File: src/rtl/led_ctrl_pkg.sv
// led_ctrl_pkg: shared definitions for the LED pattern controller.
// Holds mode and time-unit codes, readback frame header bytes, reset
// defaults, readback FSM state encoding and the pattern helper functions.
package led_ctrl_pkg;

  typedef enum logic [3:0] {
    MODE_OFF   = 4'd0,
    MODE_ON    = 4'd1,
    MODE_ROT_L = 4'd2,
    MODE_ROT_R = 4'd3,
    MODE_BLINK = 4'd4,
    MODE_COUNT = 4'd5
  } led_mode_e;

  typedef enum logic [3:0] {
    UNIT_1MS   = 4'd0,
    UNIT_10MS  = 4'd1,
    UNIT_100MS = 4'd2,
    UNIT_1S    = 4'd3
  } time_unit_e;

  typedef enum logic [2:0] {
    ST_IDLE      = 3'd0,
    ST_LOAD      = 3'd1,
    ST_SEND      = 3'd2,
    ST_WAIT_BUSY = 3'd3,
    ST_WAIT_DONE = 3'd4
  } rb_state_e;

  localparam logic [3:0] MODE_MAX = 4'd5;
  localparam logic [3:0] UNIT_MAX = 4'd3;

  localparam logic [7:0] HDR_MODE = 8'hA1;
  localparam logic [7:0] HDR_TIME = 8'hA2;

  localparam led_mode_e  RST_MODE      = MODE_OFF;
  localparam logic [7:0] RST_TIME_NUM  = 8'd10;
  localparam logic [3:0] RST_TIME_UNIT = 4'd2;

  // WAIT_BUSY down-counter load: 15..0 gives a 16-cycle busy timeout
  localparam logic [3:0] BUSY_TMO_LOAD = 4'd15;

  // Last count of the ms counter for one unit (unit length minus one).
  function automatic logic [9:0] unit_last(input logic [3:0] code);
    case (code)
      UNIT_1MS:   return 10'd0;
      UNIT_10MS:  return 10'd9;
      UNIT_100MS: return 10'd99;
      UNIT_1S:    return 10'd999;
      default:    return 10'd0;
    endcase
  endfunction

  function automatic logic [3:0] start_pattern(input led_mode_e m);
    case (m)
      MODE_ON, MODE_BLINK: return 4'b1111;
      MODE_ROT_L:          return 4'b0001;
      MODE_ROT_R:          return 4'b1000;
      default:             return 4'b0000;
    endcase
  endfunction

  function automatic logic [3:0] next_pattern(input led_mode_e m, input logic [3:0] cur);
    case (m)
      MODE_ROT_L: return {cur[2:0], cur[3]};
      MODE_ROT_R: return {cur[0], cur[3:1]};
      MODE_BLINK: return ~cur;
      MODE_COUNT: return cur + 4'd1;
      default:    return cur;
    endcase
  endfunction

endpackage

File: src/rtl/led_ctrl_tick.sv
// led_tick_gen: step-period timer for led_ctrl.
// Chain of three up-counters: a CLK_HZ/1000 prescaler giving a 1 ms tick,
// a unit counter (1/10/100/1000 ms) and a time_num counter (0 treated as 1).
// step is a one-cycle pulse at the end of each full step period.
// Ports:
//   clk, reset (async, active low), clear (restart the period from zero)
//   time_num [7:0], time_unit [3:0]   current step-period settings
//   step                              one-cycle pulse per step period
module led_tick_gen
  import led_ctrl_pkg::*;
#(
  parameter int CLK_HZ = 25000000
) (
  input  logic       clk,
  input  logic       reset,
  input  logic       clear,
  input  logic [7:0] time_num,
  input  logic [3:0] time_unit,
  output logic       step
);

  localparam int PRE_CNT = CLK_HZ / 1000;
  localparam int PRE_W   = (PRE_CNT > 1) ? $clog2(PRE_CNT) : 1;
  localparam logic [PRE_W-1:0] PRE_LAST = PRE_W'(PRE_CNT - 1);

  logic [PRE_W-1:0] pre_q;
  logic [9:0]       unit_q;
  logic [7:0]       num_q;
  logic [7:0]       num_last;
  logic             ms_tick;
  logic             unit_tick;

  // The settings registers only change together with clear, so the
  // counters can never sit beyond these terminal counts.
  assign num_last  = (time_num == 8'd0) ? 8'd0 : time_num - 8'd1;
  assign ms_tick   = (pre_q == PRE_LAST);
  assign unit_tick = ms_tick && (unit_q == unit_last(time_unit));
  assign step      = unit_tick && (num_q == num_last);

  always_ff @(posedge clk or negedge reset) begin
    if (!reset) begin
      pre_q  <= '0;
      unit_q <= '0;
      num_q  <= '0;
    end else if (clear) begin
      pre_q  <= '0;
      unit_q <= '0;
      num_q  <= '0;
    end else begin
      pre_q <= ms_tick ? '0 : pre_q + 1'b1;
      if (ms_tick) unit_q <= unit_tick ? '0 : unit_q + 10'd1;
      if (unit_tick) num_q <= step ? '0 : num_q + 8'd1;
    end
  end

endmodule

File: src/rtl/led_ctrl.sv
// led_ctrl: 4-LED pattern sequencer with optional UART readback of settings.
// Ports:
//   clk, reset (async, active low)
//   time_control_en, time_num [7:0], time_unit [3:0]  step-period setting strobe
//   led_mode_en, led_mode [3:0]                        pattern mode strobe
//   rd_led_mode_en, rd_led_time_en                     readback requests
//   tx_busy                                            UART transmitter busy
//   din_v, din [7:0]                                   byte to UART transmitter
//   led_out [3:0]                                      LED drive, 1 = on
// Build option: LED_CTRL_READBACK_EN enables the readback FSM; without it
// the read requests and tx_busy are ignored and din_v/din are held at zero.
//
// Readback FSM:
//   state     | meaning
//   IDLE      | nothing in flight, waiting for a pending request
//   LOAD      | snapshot the selected frame's bytes
//   SEND      | issue the current byte once tx_busy is low
//   WAIT_BUSY | wait for the transmitter to go busy (16-cycle timeout)
//   WAIT_DONE | wait for the transmitter to finish, then next byte or IDLE
module led_ctrl
  import led_ctrl_pkg::*;
#(
  parameter int CLK_HZ = 25000000
) (
  input  logic       clk,
  input  logic       reset,
  input  logic       time_control_en,
  input  logic [7:0] time_num,
  input  logic [3:0] time_unit,
  input  logic       led_mode_en,
  input  logic [3:0] led_mode,
  input  logic       rd_led_mode_en,
  input  logic       rd_led_time_en,
  input  logic       tx_busy,
  output logic       din_v,
  output logic [7:0] din,
  output logic [3:0] led_out
);

  led_mode_e  mode_q;
  logic [7:0] num_q;
  logic [3:0] unit_q;
  logic       mode_ok;
  logic       time_ok;
  logic       clear;
  logic       step;

  assign mode_ok = led_mode_en && (led_mode <= MODE_MAX);
  assign time_ok = time_control_en && (time_unit <= UNIT_MAX);
  assign clear   = mode_ok || time_ok;

  always_ff @(posedge clk or negedge reset) begin
    if (!reset) begin
      mode_q  <= RST_MODE;
      num_q   <= RST_TIME_NUM;
      unit_q  <= RST_TIME_UNIT;
      led_out <= 4'b0000;
    end else begin
      if (time_ok) begin
        num_q  <= time_num;
        unit_q <= time_unit;
      end
      // A mode load wins over a coinciding step advance.
      if (mode_ok) begin
        mode_q  <= led_mode_e'(led_mode);
        led_out <= start_pattern(led_mode_e'(led_mode));
      end else if (step) begin
        led_out <= next_pattern(mode_q, led_out);
      end
    end
  end

  led_tick_gen #(.CLK_HZ(CLK_HZ)) u_tick (
    .clk       (clk),
    .reset     (reset),
    .clear     (clear),
    .time_num  (num_q),
    .time_unit (unit_q),
    .step      (step)
  );

`ifdef LED_CTRL_READBACK_EN
  rb_state_e       state_q, state_d;
  logic            pend_mode_q, pend_time_q;
  logic            sel_time_q;
  logic [2:0][7:0] frame_q;
  logic [1:0]      idx_q, last_q;
  logic [3:0]      tmo_q;
  logic            enter_load;

  always_comb begin
    state_d = state_q;
    case (state_q)
      ST_IDLE:      if (pend_mode_q || pend_time_q) state_d = ST_LOAD;
      ST_LOAD:      state_d = ST_SEND;
      ST_SEND:      if (!tx_busy) state_d = ST_WAIT_BUSY;
      ST_WAIT_BUSY: if (tx_busy || (tmo_q == 4'd0)) state_d = ST_WAIT_DONE;
      ST_WAIT_DONE: if (!tx_busy) state_d = (idx_q == last_q) ? ST_IDLE : ST_SEND;
      default:      state_d = ST_IDLE;
    endcase
  end

  assign enter_load = (state_q == ST_IDLE) && (state_d == ST_LOAD);

  always_ff @(posedge clk or negedge reset) begin
    if (!reset) begin
      state_q     <= ST_IDLE;
      pend_mode_q <= 1'b0;
      pend_time_q <= 1'b0;
      sel_time_q  <= 1'b0;
      frame_q     <= '0;
      idx_q       <= 2'd0;
      last_q      <= 2'd0;
      tmo_q       <= 4'd0;
      din_v       <= 1'b0;
      din         <= 8'h00;
    end else begin
      state_q <= state_d;
      din_v   <= 1'b0;
      // Mode requests are served first; a new strobe on the clearing edge
      // re-arms the flag so it is not lost.
      pend_mode_q <= rd_led_mode_en || (pend_mode_q && !enter_load);
      pend_time_q <= rd_led_time_en || (pend_time_q && !(enter_load && !pend_mode_q));
      if (enter_load) sel_time_q <= !pend_mode_q;
      case (state_q)
        ST_LOAD: begin
          frame_q <= sel_time_q ? {{4'h0, unit_q}, num_q, HDR_TIME}
                                : {8'h00, {4'h0, mode_q}, HDR_MODE};
          idx_q   <= 2'd0;
          last_q  <= sel_time_q ? 2'd2 : 2'd1;
        end
        ST_SEND: begin
          if (!tx_busy) begin
            din   <= frame_q[idx_q];
            din_v <= 1'b1;
            tmo_q <= BUSY_TMO_LOAD;
          end
        end
        ST_WAIT_BUSY: begin
          if (!tx_busy && (tmo_q != 4'd0)) tmo_q <= tmo_q - 4'd1;
        end
        ST_WAIT_DONE: begin
          if (!tx_busy && (idx_q != last_q)) idx_q <= idx_q + 2'd1;
        end
        default: ;
      endcase
    end
  end
`else
  logic unused_readback;
  assign unused_readback = rd_led_mode_en ^ rd_led_time_en ^ tx_busy;
  assign din_v = 1'b0;
  assign din   = 8'h00;
`endif

endmodule

File: config.mk
export PLATFORM = sky130hd
export DESIGN_NAME = led_ctrl
export DESIGN_NICKNAME = d
export VERILOG_FILES = /design/src/rtl/led_ctrl_pkg.sv /design/src/rtl/led_ctrl_tick.sv /design/src/rtl/led_ctrl.sv
export SDC_FILE = /design/constraint.sdc
export NUM_CORES = 1
export LEC_CHECK = 0
export CAP_MARGIN = 15
export CORE_UTILIZATION = 36
export DETAILED_ROUTE_END_ITERATION = 10
export PLACE_DENSITY = 0.59
export SLEW_MARGIN = 20
export SYNTH_ARGS = -nofsm -noshare
export SYNTH_HDL_FRONTEND = slang
export SYNTH_SLANG_ARGS = --single-unit
File: constraint.sdc
create_clock -name clk -period 4.45 [get_ports clk]
set_clock_uncertainty 0.1 [all_clocks]
set_input_delay 0.89 -clock clk [delete_from_list [all_inputs] [get_ports clk]]
set_output_delay 0.89 -clock clk [all_outputs]
set_load 0.05 [all_outputs]
Word-level counts from Yosys, hierarchy flattened
Cells that the tools add are included.
Operators by class
  add/subtract/negate cells: 5
  magnitude comparators: 2
  equal/unequal tests: 14
  mux-type cells: 14
  bitwise operators: 1
  reduce and logical (&&, ||, !) cells: 12
Operator list (number)
  $mux W8: 4
  $mux W10: 3
  $mux W15: 2
  $pmux W10 S3: 1
  $eq A4 B2 Y1 const B: 6
  $pmux W4 S4: 1
  $add A15 B1 Y15 const B: 1
  $eq A15 B15 Y1 const B: 1
  $eq A4 B3 Y1 const B: 3
  $pmux W4 S3: 1
  $add A10 B1 Y10 const B: 1
  $eq A10 B10 Y1: 1
  $add A8 B1 Y8 const B: 1
  $eq A4 B1 Y1 const B: 2
  $eq A8 B8 Y1: 1
  $logic_not A8 Y1: 1
  $mux W4: 2
  $sub A8 B1 Y8 const B: 1
  $reduce_bool A2 Y1: 3
  $reduce_bool A5 Y1: 1
  $add A4 B1 Y4 const B: 1
  $le A4 B2 Y1 const B: 1
  $le A4 B3 Y1 const B: 1
  $logic_and A1 B1 Y1: 4
  4 further kinds: 4
Storage, ports and cells
  flip-flop bits (word level): 53
  input bits: 23
  output and inout bits: 13

Logic depth before layout (Yosys ltp)
Gate-level depths: netlist of the first run.
  depth after elaboration: 8
  mapped depth: 8
  mapped depth without buffers: 8

Hierarchy
Synthesis of the first run repeated with hierarchy kept, for this count alone.
Second synthesis, totals
  cells, all modules: 348
  area, all modules: 3397.0 µm²
By module, submodules not included
  led_tick_gen: times used 1, cells each 246, area each 2265.9 µm²
  led_ctrl: times used 1, cells each 102, area each 1131.1 µm²

Worst setup path after synthesis of the first run
No wires, ideal clock.
  path kind: reg-to-reg
  start: reg num_q[1]
  end: reg led_out[0]
  setup time: 0.125 ns
  arrival time: 2.998 ns
  data required time: 4.225 ns
  setup slack: 1.227 ns
  cell stages (with the launch flop): 9
  path buffers: 0
  period minus slack after synthesis: 3.223 ns
  cells stage by stage: dfstp_2 -> inv_1 -> ha_1 -> xnor2_1 -> or3b_1 -> or4b_2 -> and3_2 -> or4_4 -> mux2_4
On the way
  word-level cells in the longest chain between the ends: 6
  elaborated cells between the ends (all ways): 7
  classes of those cells: add/sub: 1; eq/ne: 1; mux: 1; reduce/logical: 4
Ends and longest elaborated chain
  start: declaration: line led_ctrl.sv:41  | logic [7:0] num_q;
  start signal: assignment: line led_ctrl.sv:60  | num_q <= time_num;
  $sub A8 B1 Y8 or $logic_not A8 Y1 (tied branches): line led_ctrl_tick.sv:35  | assign num_last = (time_num == 8'd0) ? 8'd0 : time_num - 8'd1;
  $mux W8 *: line led_ctrl_tick.sv:35
  $eq A8 B8 Y1 *: line led_ctrl_tick.sv:38  | assign step = unit_tick && (num_q == num_last);
  $logic_and A1 B1 Y1 *: line led_ctrl_tick.sv:38
  $reduce_bool A2 Y1 (no line) *
  $reduce_and A2 Y1 (no line) *
  end signal: assignment: line led_ctrl.sv:66  | led_out <= start_pattern(led_mode_e'(led_mode));
  end signal: assignment: line led_ctrl.sv:68  | led_out <= next_pattern(mode_q, led_out);
  end: declaration: line led_ctrl.sv:37  | output logic [3:0] led_out
Every way passes the cells marked *; elsewhere a longest branch is shown, timed or not.
A chain may end at the register's enable or synchronous reset.

Worst setup path after layout of the first run
Same ends and word-level chain as after synthesis.

==> run_results.csv, run 1 <==
group,metric,value,unit
setup_path,critPathArrivalTime,3530,ps
placement,dp_hpwl,5.07,mm
cts,cts.sinks,53,
final_layout,drive_above_1_share,10.2,%
floorplanning,io_pins,36,
sta,setup_viol,0,
setup_path,path_cells,"inv_1 -> ha_1 -> xnor2_1 -> or3b_1 -> or4b_2 -> and3_2 -> or4_4 -> mux2_4",
yosys,synthFlopType,"dfrtp_1",
routing,ant_nets,0,
power,cellPowerDensity,329,nW/um2
setup_path,critPathRequiredTime,4540,ps
placement,gp_congestion,0.799,
power,p_clk_share,26.8,%
setup_path,r2r_cells,8,
placement,port_buffers,23,
grt,gr-total-overflow,0,
setup_path,cpPeakStageDelay,630,ps
routing,dr.pass1.iters,6,
floorplanning,std_cell_rows,34,
final_layout,area_growth,13.5,%
yosys,synth-seq-area-share,41.1,%
hold_path,hold_depth,1,
setup_path,worstSetupStartpointType,"register",
sta,max-slew-margin-rel,39.1,%
cts,post_cts_buffers,0,
routing,routed-via-count,2627,
sta,finalHoldViolations,0,
sta,fmax,0.290,GHz
floorplanning,fp.dieH,96.8,um
sta,finalCriticalPeriod,3450,ps
cts,cts-root-buf,"clkbuf_8",
cts,hold_buffers,0,
setup_path,slowest_stage,"or4b_2",
sta,rsz0062_at_grt,"false",
yosys,syn_avg_cell_area,9.37,um2
cts,cts.htree.levels,2,
setup_path,path_class,"reg2reg",
yosys,ys_types,63,
yosys,synth-seq-cells,53,
power,p_total,1.21,mW
final_layout,antennaDiodeCount,0,
power,total_leakage_power,1.49,nW
final_layout,n_fill_cell,865,
yosys,synth-edff-count,0,
floorplanning,fp.dieW,96.8,um
grt,grt_pass1_vias,2516,
yosys,synthesis.area,3230,um2
cts,ctsResizeCount,0,
floorplanning,die_area,9360,um2
grt,grt_start_max_net_pins,29,
grt,antenna_found_initial,0,
floorplanning,start_util,37.1,%
sta,setup_ws,1000,ps
setup_path,end_kind,"register",
flow_run,maxCapViolations,0,
sta,tightest_slew,909,ps
setup_path,crit_family,"simple AND/OR/NAND/NOR gates",
setup_path,critical_path.max_fanout,6,
routing,drcViolationCount,0,
sta,fin_crit_sh,77.5,%
routing,via_per_inst,5.46,
sta,final_max_slew_viol_count,0,
hold_path,min_path_type,"reg2reg",
routing,wl_per_cell,14.4,um
power,seqPwrFrac,48.1,%
power,ir_drop,0.124,mV
power,p_sw,0.381,mW
yosys,ys_warn_count,0,
sta,setup-tns-final,0,ps
cts,clk_pin_slew_worst_paths,100,ps
grt,grt_pass1_wl,11.9,mm
cts,cts_made_buffers,5,
run_status,outcome,"complete, no violations",
placement,place_area,3560,um2
power,sw_frac_of_total,31.6,%
floorplanning,design.core.area,8720,um2
setup_path,cp_num_cells,8,
cts,cts_tree,"done",
power,combPwrFrac,25.1,%
yosys,async_flop_share,100,%
placement,dp_worst_setup_slack,1040,ps
cts,clockBufferDepth,2,
final_layout,nets,400,
power,p_int,0.825,mW
grt,grt_usage,15.3,%
setup_path,cp_num_buf_inv,1,
yosys,synthCells,345,
cts,clk_latency,300,ps
routing,totalWireLength,6.93,mm
final_layout,stdcell_area,3670,um2
routing,first_iter_violations,78,
## path summary, 6_finish.rpt
kind / slack, ps / startpoint / endpoint
worst min register to register: 400 / u_tick.pre_q[0] / u_tick.pre_q[0]
max in group asynchronous: 2920 / reset / unit_q[1]
worst max-delay path: 1000 / num_q[1] / led_out[0]
worst min-delay path: 400 / u_tick.pre_q[0] / u_tick.pre_q[0]
min in group asynchronous: 480 / reset / num_q[5]
worst max register to register: 1000 / num_q[1] / led_out[0]
## state kept, by name (all words and copies together) (netlist names)
name / cells
mode_q: 4
u_tick.pre_q: 15
u_tick.unit_q: 10
num_q: 8
u_tick.num_q: 8
led_out: 4
unit_q: 4
## per-stage QoR
| step | hold slack, ps | utilization, % | cells |
|---|---|---|---|
| 5_1_grt | 446 | 42.1 | 481 |
| 3_5_place_dp | 390 | 40.8 | 473 |
| 2_1_floorplan | 355 | - | 353 |
| 4_1_cts | 406 | 42.1 | 481 |
| 6_report | 399 | 42.1 | 481 |
| 3_3_place_gp | 382 | 40.8 | 473 |
## power by group through the flow
| stage | clock [mW] | combinational, mW | sequential [mW] |
|---|---|---|---|
| final | 0.324 | 0.302 | 0.580 |
| after floorplan | 0 | 0.215 | 0.591 |
| after detailed placement | 0 | 0.303 | 0.589 |
| after CTS | 0.339 | 0.305 | 0.580 |
| after global placement | 0 | 0.298 | 0.588 |
| after global routing | 0.359 | 0.334 | 0.590 |
## placed cells by master, fill, tap and decap left out, types with 3 or more instances in the layout
master,synthesis,routed
and2_1,8,8
nor4_1,4,4
nand3_1,12,12
or3_1,13,13
a21oi_1,12,12
dfrtp_1,50,50
o2111ai_1,5,5
or4_1,7,7
xnor2_1,13,13
a211oi_1,8,8
nand4_1,7,7
conb_1,1,9
o21ai_0,17,17
xor2_1,11,11
dfstp_2,3,3
clkbuf_8,0,5
a221oi_1,3,3
nor2_1,39,39
nor3_1,6,6
and3_1,7,7
inv_1,7,7
o21a_1,5,5
ha_1,5,5
nand2_1,25,25
nor2b_1,3,3
nand2b_1,3,3
clkdlybuf4s50_1,0,22
mux2_2,7,7
nor4bb_1,3,3
buf_4,9,4
## Yosys cell counts, types with 8 or more instances
library cell	number	area, um2
dfrtp_1	50	1250
nor2_1	39	146
nand2_1	25	93.8
o21ai_0	17	85.1
or3_1	13	81.3
xnor2_1	13	114
a21oi_1	12	60.1
nand3_1	12	60.1
xor2_1	11	96.3
buf_4	9	67.6
a211oi_1	8	60.1
and2_1	8	50.1
## metal layers
| layer | vias to the layer above | track usage, % | wire length [um] |
|---|---|---|---|
| met5 | - | 0 | 0 |
| met1 | 1277 | 19.6 | 3200 |
| met2 | 27 | 27.0 | 3540 |
| met3 | 5 | 2.53 | 150 |
| li1 | 1318 | - | - |
| met4 | 0 | 3.21 | 34 |
## area by class of cell
class / instances / area, um2 / area share, %
multi-input cells: 278 / 1810 / 49.5
inverters: 7 / 26.3 / 0.716
repair buffers: 27 / 255 / 6.96
clock buffers: 6 / 72.6 / 1.98
well taps: 108 / 135 / 3.68
flip-flops and latches: 53 / 1330 / 36.3
clock inverters: 2 / 35.0 / 0.955
## cell families after synthesis
group | share of synthesized area (%)
other | 0.116
XOR/XNOR | 6.50
multiplexers | 2.90
buffers and inverters | 3.83
AND/OR/NAND/NOR | 27.4
AO/OA/AOI/OAI | 16.1
adder cells (fa/ha/maj) | 1.93
flip-flops | 41.1
Power figures use the tool's default switching activity.
==> inputs of run 2 (changes only) <==
--- a/config.mk
+++ b/config.mk
@@ -8,7 +8,7 @@
 export CAP_MARGIN = 15
 export CORE_UTILIZATION = 36
 export DETAILED_ROUTE_END_ITERATION = 10
-export PLACE_DENSITY = 0.59
+export PLACE_DENSITY = 0.61
 export SLEW_MARGIN = 20
 export SYNTH_ARGS = -nofsm -noshare
 export SYNTH_HDL_FRONTEND = slang
==> constraint.sdc (replaced) <==
create_clock -name clk -period 2.9 [get_ports clk]
set_clock_uncertainty 0.1 [all_clocks]
set_input_delay 0.58 -clock clk [delete_from_list [all_inputs] [get_ports clk]]
set_output_delay 0.58 -clock clk [all_outputs]
set_load 0.05 [all_outputs]
==> run 2 against run 1 <==
The flow now finishes with violations (setup timing). Clock-buffer cell count is 1 lower. Combinational power grew 130%. Non-clock buffer count increased by 37. Worst setup slack got worse by 1100 ps.
==> run_results.csv, run 2 (same netlist as run 1, synthesis figures left out) <==
group,metric,value,unit
setup_path,r2r_cells,8,
sta,finalHoldViolations,0,
power,cellPowerDensity,487,nW/um2
grt,gr-total-overflow,0,
sta,final_max_slew_viol_count,0,
final_layout,final_cell_mix,"dfrtp_1 (50), nor2_1 (39), buf_4 (38), nand2_1 (25), clkdlybuf4s50_1 (22)",
final_layout,drive_above_1_share,24.1,%
routing,totalWireLength,7.42,mm
sta,max-slew-margin-rel,54.5,%
final_layout,layout_commonest_cell,"dfrtp_1",
floorplanning,fp.dieW,96.8,um
final_layout,largest_register_ffs,15,
cts,cts.htree.levels,2,
grt,grt_start_max_net_pins,27,
power,p_total,2.00,mW
grt,antenna_found_initial,0,
cts,cts_made_buffers,5,
routing,first_iter_violations,105,
routing,drcViolationCount,0,
sta,fmax,0.329,GHz
setup_path,worstSetupStartpointType,"register",
floorplanning,fp.dieH,96.8,um
floorplanning,design.core.area,8720,um2
floorplanning,start_util,37.1,%
cts,clk_latency,310,ps
sta,tightest_slew,673,ps
sta,holdWs,19.5,ps
run_status,outcome,"finished, violations left",
floorplanning,io_pins,36,
sta,setup-tns-final,-613,ps
flow_run,maxCapViolations,0,
cts,cts_tree,"done",
setup_path,path_class,"reg2reg",
cts,cts-root-buf,"clkbuf_8",
cts,cts.sinks,53,
setup_path,reg2reg_to,"led_out[0]",
placement,place_inst,500,
final_layout,antennaDiodeCount,0,
power,total_leakage_power,1.71,nW
grt,grt_usage,16.1,%
final_layout,nets,437,
floorplanning,die_area,9360,um2
hold_path,min_path_type,"in2async",
final_layout,final_core_util,47.1,%
placement,dp_worst_setup_slack,-200,ps
final_layout,n_fill_cell,831,
routing,wl_per_cell,14.3,um
grt,grt_pass1_wl,12.6,mm
setup_path,end_kind,"register",
final_layout,finalNonFillerCells,518,
final_layout,top_register,"u_tick.pre_q",
grt,grt_pass1_vias,2650,
final_layout,multi_input_area,1980,um2
setup_path,rrSetupSlack,-140,ps
placement,dp_hpwl,5.48,mm
final_layout,stdcell_area,4110,um2
sta,setup_viol,6,
final_layout,register_area,1330,um2
placement,port_buffers,23,
setup_path,critPathRequiredTime,3000,ps
routing,dr.pass1.iters,4,
setup_path,r2r-start,"num_q[1]",
sta,setup_ws,-143,ps
power,ir_drop,0.192,mV
setup_path,critical_path.max_fanout,4,
placement,gp_congestion,0.831,
floorplanning,std_cell_rows,34,
final_layout,reg_top3,"u_tick.pre_q (15), u_tick.unit_q (10)",
routing,ant_nets,0,
setup_path,critPathArrivalTime,3150,ps
cts,clk_pin_slew_worst_paths,100,ps
cts,clockBufferDepth,2,
routing,routed-via-count,2791,
final_layout,area_growth,27.1,%
sta,fin_crit_sh,105,%
sta,rsz0062_at_grt,"true",
routing,via_per_inst,5.39,
run_status,violations,"setup timing",
placement,place_area,3790,um2
sta,finalCriticalPeriod,3040,ps
-- run 2: routing by layer --
metal | vias to the layer above | global-route usage, % | routed length (um) | share of wire, %
met4 | 0 | 4.13 | 127 | 1.7
met3 | 6 | 2.60 | 178 | 2.4
met2 | 33 | 27.2 | 3690 | 50
met5 | - | 0 | 0 | 0
met1 | 1351 | 21.3 | 3420 | 46
li1 | 1401 | - | - | -
-- run 2: area by class of cell --
class | count | share of cell area [%]
Clock buffer | 5 | 1.68
Clock inverter | 3 | 0.640
Inverter | 7 | 0.640
Multi-Input combinational cell | 278 | 48.1
Sequential cell | 53 | 32.4
Tap cell | 108 | 3.29
Timing Repair Buffer | 64 | 13.3
-- run 2: repair_timing --
item | 4_1_cts | 5_1_grt
gates cloned | 0 | 0
pin swaps | 3 | 7
setup buffers | 4 | 6
resized for setup | 7 | 21
setup endpoints to repair | 6 | 12
hold buffers | 0 | 0
-- run 2: how the worst max path moves through the flow --
stage                   from    endpoint  slack [ps]
floorplan           num_q[0]  led_out[0]        -210
global route        num_q[1]  led_out[0]        -210
detailed placement  num_q[1]  led_out[0]        -200
finish              num_q[1]  led_out[0]        -140
CTS                 num_q[1]  led_out[0]        -140
global placement    num_q[0]  led_out[0]        -150
-- run 2: critical path, cell delays in order (launching register included) --
cell	delay [ps]
dfstp_2	560
inv_2	50
ha_4	170
xnor2_4	130
or3b_1	360
or4b_4	490
and3_4	200
or4_4	560
mux2_4	320
-- run 2: where the power goes --
part	leakage [nW]	switching (mW)	total, mW	internal [mW]
clock network	0.0487	0.263	0.440	0.177
registers	0.698	0.0648	0.869	0.804
logic	0.963	0.346	0.692	0.347
